$ cat src/rtl/uart_tx_arbiter_pkg.sv
// uart_tx_arbiter shared definitions: FSM state encoding and clog2 helper.
// Optional start-of-frame watchdog is enabled with UART_TX_ARB_WATCHDOG_EN.
package uart_tx_arb_pkg;

  typedef logic [1:0] arb_state_t;

  localparam arb_state_t ST_IDLE       = 2'd0;
  localparam arb_state_t ST_LAUNCH     = 2'd1;
  localparam arb_state_t ST_WAIT_START = 2'd2;
  localparam arb_state_t ST_WAIT_DONE  = 2'd3;

  function automatic int clog2(input int v);
    int r;
    r = 0;
    while ((1 << r) < v) r++;
    return r;
  endfunction

endpackage

$ cat src/rtl/uart_tx_arbiter_if.sv
// Requester bus + UART transmit pins shared by the arbiter and its environment.
// wdog_err is present only when UART_TX_ARB_WATCHDOG_EN is defined.
interface uart_tx_arbiter_if
  import uart_tx_arb_pkg::*;
#(
  parameter int NUM_REQ = 4,
  parameter int DATA_W  = 8
);
  localparam int IDX_W = clog2(NUM_REQ);

  logic [NUM_REQ-1:0]        req_valid;
  logic [NUM_REQ*DATA_W-1:0] req_data;
  logic [NUM_REQ-1:0]        req_ready;
  logic                      uart_transmit;
  logic [DATA_W-1:0]         uart_tx_byte;
  logic                      uart_is_transmitting;
  logic [IDX_W-1:0]          grant_id;
  logic                      busy;
`ifdef UART_TX_ARB_WATCHDOG_EN
  logic                      wdog_err;
`endif

  modport slave (
    input  req_valid,
    input  req_data,
    input  uart_is_transmitting,
    output req_ready,
    output uart_transmit,
    output uart_tx_byte,
    output grant_id,
`ifdef UART_TX_ARB_WATCHDOG_EN
    output wdog_err,
`endif
    output busy
  );

  modport master (
    output req_valid,
    output req_data,
    output uart_is_transmitting,
    input  req_ready,
    input  uart_transmit,
    input  uart_tx_byte,
    input  grant_id,
`ifdef UART_TX_ARB_WATCHDOG_EN
    input  wdog_err,
`endif
    input  busy
  );

endinterface

$ cat src/rtl/uart_tx_arbiter_rr_pick.sv
// Combinational round-robin pick: first valid index after ptr, wrapping.
// Used by uart_tx_arbiter (UART_TX_ARB_WATCHDOG_EN does not affect it).
module rr_pick
  import uart_tx_arb_pkg::*;
#(
  parameter int NUM_REQ = 4,
  parameter int IDX_W   = clog2(NUM_REQ)
) (
  input  logic [NUM_REQ-1:0] req,
  input  logic [IDX_W-1:0]   ptr,
  output logic [NUM_REQ-1:0] gnt_onehot,
  output logic [IDX_W-1:0]   gnt_idx,
  output logic               any_req
);

  // w_cand[k] is the k-th index searched: ptr+1, ptr+2, ... mod NUM_REQ
  logic [IDX_W-1:0] w_cand [NUM_REQ];

  for (genvar k = 0; k < NUM_REQ; k++) begin : g_cand
    assign w_cand[k] = IDX_W'((int'(ptr) + k + 1) % NUM_REQ);
  end

  always_comb begin
    gnt_onehot = '0;
    gnt_idx    = '0;
    any_req    = 1'b0;
    for (int k = 0; k < NUM_REQ; k++) begin
      if (!any_req && req[w_cand[k]]) begin
        any_req             = 1'b1;
        gnt_idx             = w_cand[k];
        gnt_onehot[w_cand[k]] = 1'b1;
      end
    end
  end

endmodule

$ cat src/rtl/uart_tx_arbiter.sv
// Round-robin sharing of one UART transmitter between NUM_REQ byte producers.
// Define UART_TX_ARB_WATCHDOG_EN to add the start-of-frame watchdog (wdog_err).
module uart_tx_arbiter
  import uart_tx_arb_pkg::*;
#(
  parameter int NUM_REQ     = 4,
  parameter int DATA_W      = 8,
  parameter int WDOG_CYCLES = 16
) (
  input  logic             clk,
  input  logic             rst_n,
  uart_tx_arbiter_if.slave bus
);

  localparam int IDX_W = clog2(NUM_REQ);

  if (NUM_REQ < 2 || NUM_REQ > 8 || WDOG_CYCLES < 2) begin : g_bad_cfg
    $error("uart_tx_arbiter: parameter out of range");
  end

  arb_state_t        r_state;
  logic              r_tx;
  logic [DATA_W-1:0] r_byte;
  logic [IDX_W-1:0]  r_ptr;

  logic [NUM_REQ-1:0] w_gnt;
  logic [IDX_W-1:0]   w_idx;
  logic               w_any;
  logic               w_free;
  logic [DATA_W-1:0]  w_byte;

  rr_pick #(
    .NUM_REQ (NUM_REQ),
    .IDX_W   (IDX_W)
  ) u_pick (
    .req        (bus.req_valid),
    .ptr        (r_ptr),
    .gnt_onehot (w_gnt),
    .gnt_idx    (w_idx),
    .any_req    (w_any)
  );

  // a frame left in flight by a reset still blocks arbitration
  assign w_free = (r_state == ST_IDLE) && !bus.uart_is_transmitting;
  assign w_byte = bus.req_data[int'(w_idx)*DATA_W +: DATA_W];

  assign bus.req_ready     = w_free ? w_gnt : '0;
  assign bus.uart_transmit = r_tx;
  assign bus.uart_tx_byte  = r_byte;
  assign bus.grant_id      = r_ptr;
  assign bus.busy          = (r_state != ST_IDLE);

`ifdef UART_TX_ARB_WATCHDOG_EN
  localparam int CW = clog2(WDOG_CYCLES) + 1;

  logic [CW-1:0] r_wcnt;
  logic          r_wdog_err;

  assign bus.wdog_err = r_wdog_err;
`endif

  always_ff @(posedge clk or negedge rst_n) begin
    if (!rst_n) begin
      r_state <= ST_IDLE;
      r_tx    <= 1'b0;
      r_byte  <= '0;
      r_ptr   <= IDX_W'(NUM_REQ - 1);
`ifdef UART_TX_ARB_WATCHDOG_EN
      r_wcnt     <= '0;
      r_wdog_err <= 1'b0;
`endif
    end else begin
      unique case (r_state)
        ST_IDLE: begin
          if (w_free && w_any) begin
            r_byte  <= w_byte;
            r_ptr   <= w_idx;
            r_tx    <= 1'b1;
            r_state <= ST_LAUNCH;
          end
        end
        ST_LAUNCH: begin
          r_tx    <= 1'b0;
          r_state <= ST_WAIT_START;
`ifdef UART_TX_ARB_WATCHDOG_EN
          // the launch cycle counts toward the limit
          r_wcnt  <= CW'(1);
`endif
        end
        ST_WAIT_START: begin
          if (bus.uart_is_transmitting) begin
            r_state <= ST_WAIT_DONE;
`ifdef UART_TX_ARB_WATCHDOG_EN
          end else if (r_wcnt == CW'(WDOG_CYCLES - 1)) begin
            r_state    <= ST_IDLE;
            r_wdog_err <= 1'b1;
          end else begin
            r_wcnt <= r_wcnt + CW'(1);
`endif
          end
        end
        ST_WAIT_DONE: begin
          if (!bus.uart_is_transmitting) r_state <= ST_IDLE;
        end
      endcase
    end
  end

endmodule

$ cat src/flat_wrapper.sv
// flat-port wrapper written by rule: the top's interface ports become plain ports
module uart_tx_arbiter_flat import uart_tx_arb_pkg::*;
#(
  parameter int NUM_REQ     = 4,
  parameter int DATA_W      = 8,
  parameter int WDOG_CYCLES = 16
)
  (clk, rst_n, bus_req_valid, bus_req_data, bus_uart_is_transmitting, bus_req_ready, bus_uart_transmit, bus_uart_tx_byte, bus_grant_id, bus_busy);
  uart_tx_arbiter_if #(.NUM_REQ(NUM_REQ), .DATA_W(DATA_W)) bus_i ();
  input  logic clk;
  input  logic rst_n;
  input wire logic [$bits(bus_i.req_valid)-1:0] bus_req_valid;
  input wire logic [$bits(bus_i.req_data)-1:0] bus_req_data;
  input wire logic [$bits(bus_i.uart_is_transmitting)-1:0] bus_uart_is_transmitting;
  output wire logic [$bits(bus_i.req_ready)-1:0] bus_req_ready;
  output wire logic [$bits(bus_i.uart_transmit)-1:0] bus_uart_transmit;
  output wire logic [$bits(bus_i.uart_tx_byte)-1:0] bus_uart_tx_byte;
  output wire logic [$bits(bus_i.grant_id)-1:0] bus_grant_id;
  output wire logic [$bits(bus_i.busy)-1:0] bus_busy;
  assign bus_i.req_valid = bus_req_valid;
  assign bus_i.req_data = bus_req_data;
  assign bus_i.uart_is_transmitting = bus_uart_is_transmitting;
  assign bus_req_ready = bus_i.req_ready;
  assign bus_uart_transmit = bus_i.uart_transmit;
  assign bus_uart_tx_byte = bus_i.uart_tx_byte;
  assign bus_grant_id = bus_i.grant_id;
  assign bus_busy = bus_i.busy;
  uart_tx_arbiter #(.NUM_REQ(NUM_REQ), .DATA_W(DATA_W), .WDOG_CYCLES(WDOG_CYCLES)) u_core (.clk(clk), .rst_n(rst_n), .bus(bus_i));
endmodule
$ cat config.mk
export PLATFORM = sky130hd
export DESIGN_NAME = uart_tx_arbiter_flat
export DESIGN_NICKNAME = d
export VERILOG_FILES = /design/src/rtl/uart_tx_arbiter_pkg.sv /design/src/rtl/uart_tx_arbiter_if.sv /design/src/rtl/uart_tx_arbiter_rr_pick.sv /design/src/rtl/uart_tx_arbiter.sv /design/src/flat_wrapper.sv
export SDC_FILE = /design/constraint.sdc
export NUM_CORES = 1
export LEC_CHECK = 0
export ABC_AREA = 1
export CAP_MARGIN = 25
export CORE_UTILIZATION = 35
export CTS_CLUSTER_DIAMETER = 30
export DETAILED_ROUTE_END_ITERATION = 7
export PLACE_DENSITY = 0.66
export SYNTH_ARGS = -nofsm -noshare
export SYNTH_HDL_FRONTEND = slang
export SYNTH_HIERARCHICAL = 1
export SYNTH_SLANG_ARGS = --single-unit
$ cat constraint.sdc
create_clock -name clk -period 2.7 [get_ports clk]
set_clock_uncertainty 0.05 [all_clocks]
set_input_delay 0.54 -clock clk [delete_from_list [all_inputs] [get_ports clk]]
set_output_delay 0.54 -clock clk [all_outputs]
set_load 0.005 [all_outputs]
==> flow_metrics.tcl <==
set metrics [dict create \
    rr_worst_depth 19 \
    p_total_w 0.003392 \
    maximum_number_of_pins_on_one_net_before_global_route_repair 18 \
    crit_fanout 4 \
    period_needed_ns 2.617 \
    n_fill_cell 368 \
    drt-wirelength-per-cell_um 10.58 \
    worst_hold_startpoint "u_core/bus.uart_tx_byte[6]$_DFFE_PN0P_" \
    final.period_utilization_pct 96.92 \
    grt_setup_unrepaired "false" \
    antenna_cells_inserted 0 \
    die_area_sq_um 4390 \
    min_delay_worst_endpoint "u_core/bus.uart_tx_byte[6]$_DFFE_PN0P_" \
    floorplan.die.height_um 66.26 \
    placementRows 22 \
    drcViolationCount 0 \
    tritoncts_clock_tree "yes" \
    placed_area_sq_um 2123 \
    num_io_pins 55 \
    finalSetupViolations 0 \
    finalMaxSlewViolations 0 \
    maximum_clock_insertion_buffer_count 2 \
    grt_pass1_wl_um 6210 \
    dp.cells 347 \
    start_util_pct 38.04 \
    hp-class "reg2reg" \
    wl_met3_um 270 \
    wl_met1_um 1640 \
    cellLeakagePower_nw 1.269 \
    ys_ff_latch 13 \
    layout_common_cells "86 x sky130_fd_sc_hd__nand2_1, 48 x sky130_fd_sc_hd__clkdlybuf4s50_1, 34 x sky130_fd_sc_hd__nand3_1" \
    routability_congestion_estimate 0.8760 \
    ys.warnings.count 6 \
    worstSkewPairLatency_ns 0.24 \
    stdcell_area_sq_um 2375 \
    ys_types 22 \
    reg2reg_setup_slack_ns 0.20 \
    highest-signal-layer "met4" \
    min_delay_path_depth 2 \
    vdd_ir_drop_max_uv 959.9 \
    max_cap_viol_count 0 \
    synth_fp_nets 284 \
    viasPerCell 4.634 \
    critPathArrivalTime_ns 2.03 \
    synthesis.area_sq_um 1445 \
    crit_required_ns 2.11 \
    critical_path.reg2reg.startpoint "u_core/bus.grant_id[1]$_DFFE_PN1P_" \
    cts-buffers-inserted 3 \
    remaining_global_route_overflow 0 \
    setup_total_negative_slack_ns 0 \
    detailroute.via_count 1696 \
    clk_pin_slew_ns 0.05 \
    crit_type "reg2out" \
    final_net_count 370 \
    met2_wirelength_um 1885 \
    cts.sink_count 13 \
    timing.slew.headroom_pct 63.89 \
    outcome "finished clean" \
    final_cells 366 \
    grt_util_all_layers_pct 18.38 \
    post-dp-hpwl_um 2736 \
    final_hold_viol_count 0 \
    rr_endpoint "u_core/bus.uart_tx_byte[7]$_DFFE_PN0P_" \
    core-area_sq_um 3799 \
    mostFrequentLayoutCell "sky130_fd_sc_hd__nand2_1" \
    syn-mean-instance-area_sq_um 6.202 \
    worst_slew_pin_slew_ns 0.5400 \
    max_clock_freq_mhz 382.1 \
    synth-seq-area-share_pct 22.68 \
    antenna_left 0 \
    clock_tree.htree_level_count 1 \
    hold_fix_buffers_cts 0 \
    detailedRoute.firstIterationViolations 77 \
    numPortBuffers 54 \
    cp-start-kind "flip-flop" \
    die_x_um 66.26 \
    post_route_cells_drive_above_1_share_pct 21.38 \
    finalCoreUtilization_pct 62.52 \
    endpoint_kind "output pin" \
    grt_antenna_before_repair 0 \
    power.density_cell_area_nw_per_um2 1428 \
    clockRootBuffer "sky130_fd_sc_hd__clkbuf_8" \
    netlist_instances 233 \
    drt_pass1_iterations 4 \
    area.growth.synth_to_final_pct 64.33 \
    routed_wirelength_um 3872 \
    vias_in_the_first_global_route 1510 \
]
-- what timing repair did --
item | 4_1_cts | 5_1_grt
pin swaps | 5 | 9
gates cloned | 1 | 0
setup buffers | 7 | 7
setup endpoints to repair | 4 | 12
gates resized for setup | 11 | 25
-- sequential cells by signal, summed over array words and instances (netlist names) --
register and count:
u_core/bus.uart_tx_byte 8, u_core/bus.grant_id 2, u_core/r_state 2, u_core/bus.uart_transmit 1
-- metal layers --
metal	up-vias	GRT usage (%)
met4	0	7.713
met3	8	4.310
li1	899	-
met5	-	0
met1	726	20.90
met2	63	32.53
-- final cells by class --
cell class / count / area, sq um / share of cell area [%]
Sequential cell: 13 / 327.8 / 13.80
Clock buffer: 4 / 45.04 / 1.897
Multi-Input combinational cell: 178 / 1002 / 42.20
Inverter: 37 / 146.4 / 6.164
Tap cell: 48 / 60.06 / 2.529
Timing Repair Buffer: 86 / 793.3 / 33.40
-- synth_stat cells, drive strengths merged --
cell type | number | share of area, %
a22oi | 1 | 0.52
dfrtp | 11 | 19
nand3 | 35 | 13
ha | 12 | 10
a21oi | 9 | 3.1
dfstp | 2 | 3.6
a21boi | 2 | 1.0
nand2 | 99 | 28
nand4 | 6 | 2.6
inv | 37 | 9.8
buf | 6 | 4.0
nor2 | 11 | 4.1
o21ai | 2 | 0.69
-- worst max-delay path by stage --
stage | depth (start not counted) | slack (ns) | start | to
2_1_floorplan | 11 | 0.26 | u_core/bus.grant_id[0]$_DFFE_PN1P_ | bus_req_ready[0]
3_3_place_gp | 11 | -0.22 | bus_req_valid[2] | bus_req_ready[1]
3_5_place_dp | 11 | -0.23 | bus_req_valid[2] | bus_req_ready[1]
4_1_cts | 13 | -0.06 | u_core/bus.grant_id[0]$_DFFE_PN1P_ | bus_req_ready[1]
5_1_grt | 17 | 0.001 | u_core/bus.grant_id[1]$_DFFE_PN1P_ | u_core/bus.uart_tx_byte[1]$_DFFE_PN0P_
6_report | 13 | 0.08 | u_core/bus.grant_id[1]$_DFFE_PN1P_ | bus_req_ready[1]
-- report_power, final --
group          switching, W  total, W  leakage, nW  internal (W)
clock             0.0000678  0.000172       0.0228      0.000104
combinational       0.00153   0.00286         1.09       0.00133
sequential        0.0000588  0.000363        0.158      0.000304
-- cells by family (layout without fill, tap and decap cells) --
logic type	after synthesis	in the layout	share of synthesized area [%]
and+or+nand+nor	151	152	47.79
buffers and inverters	43	127	13.77
AOI/OAI and AO/OA	14	14	5.368
DFF	13	13	22.68
adders and majority gates	12	12	10.39
-- critical path, cell delays in order, from the launching register on --
cell and delay, ns:
sky130_fd_sc_hd__dfstp_2 0.53, sky130_fd_sc_hd__inv_2 0.06, sky130_fd_sc_hd__ha_4 0.16, sky130_fd_sc_hd__inv_1 0.11, sky130_fd_sc_hd__nand2_2 0.09, sky130_fd_sc_hd__nand2_1 0.08, sky130_fd_sc_hd__nand2_2 0.09, sky130_fd_sc_hd__nor2_4 0.13
sky130_fd_sc_hd__buf_4 0.12, sky130_fd_sc_hd__nand4_1 0.07, sky130_fd_sc_hd__nand3_1 0.09, sky130_fd_sc_hd__inv_1 0.05, sky130_fd_sc_hd__nor2_1 0.09, sky130_fd_sc_hd__clkbuf_2 0.11
-- metrics by stage --
| stage | hold WS (ns) | setup WS [ns] |
|---|---|---|
| 6_report | 0.4274 | 0.08310 |
| 5_1_grt | 0.4604 | 0.001137 |
| 4_1_cts | 0.4299 | -0.06149 |
| 3_5_place_dp | 0.4149 | -0.2284 |
| 3_3_place_gp | 0.4122 | -0.2177 |
| 2_1_floorplan | 0.1944 | 0.2583 |
(Power assumes the default switching activity.)
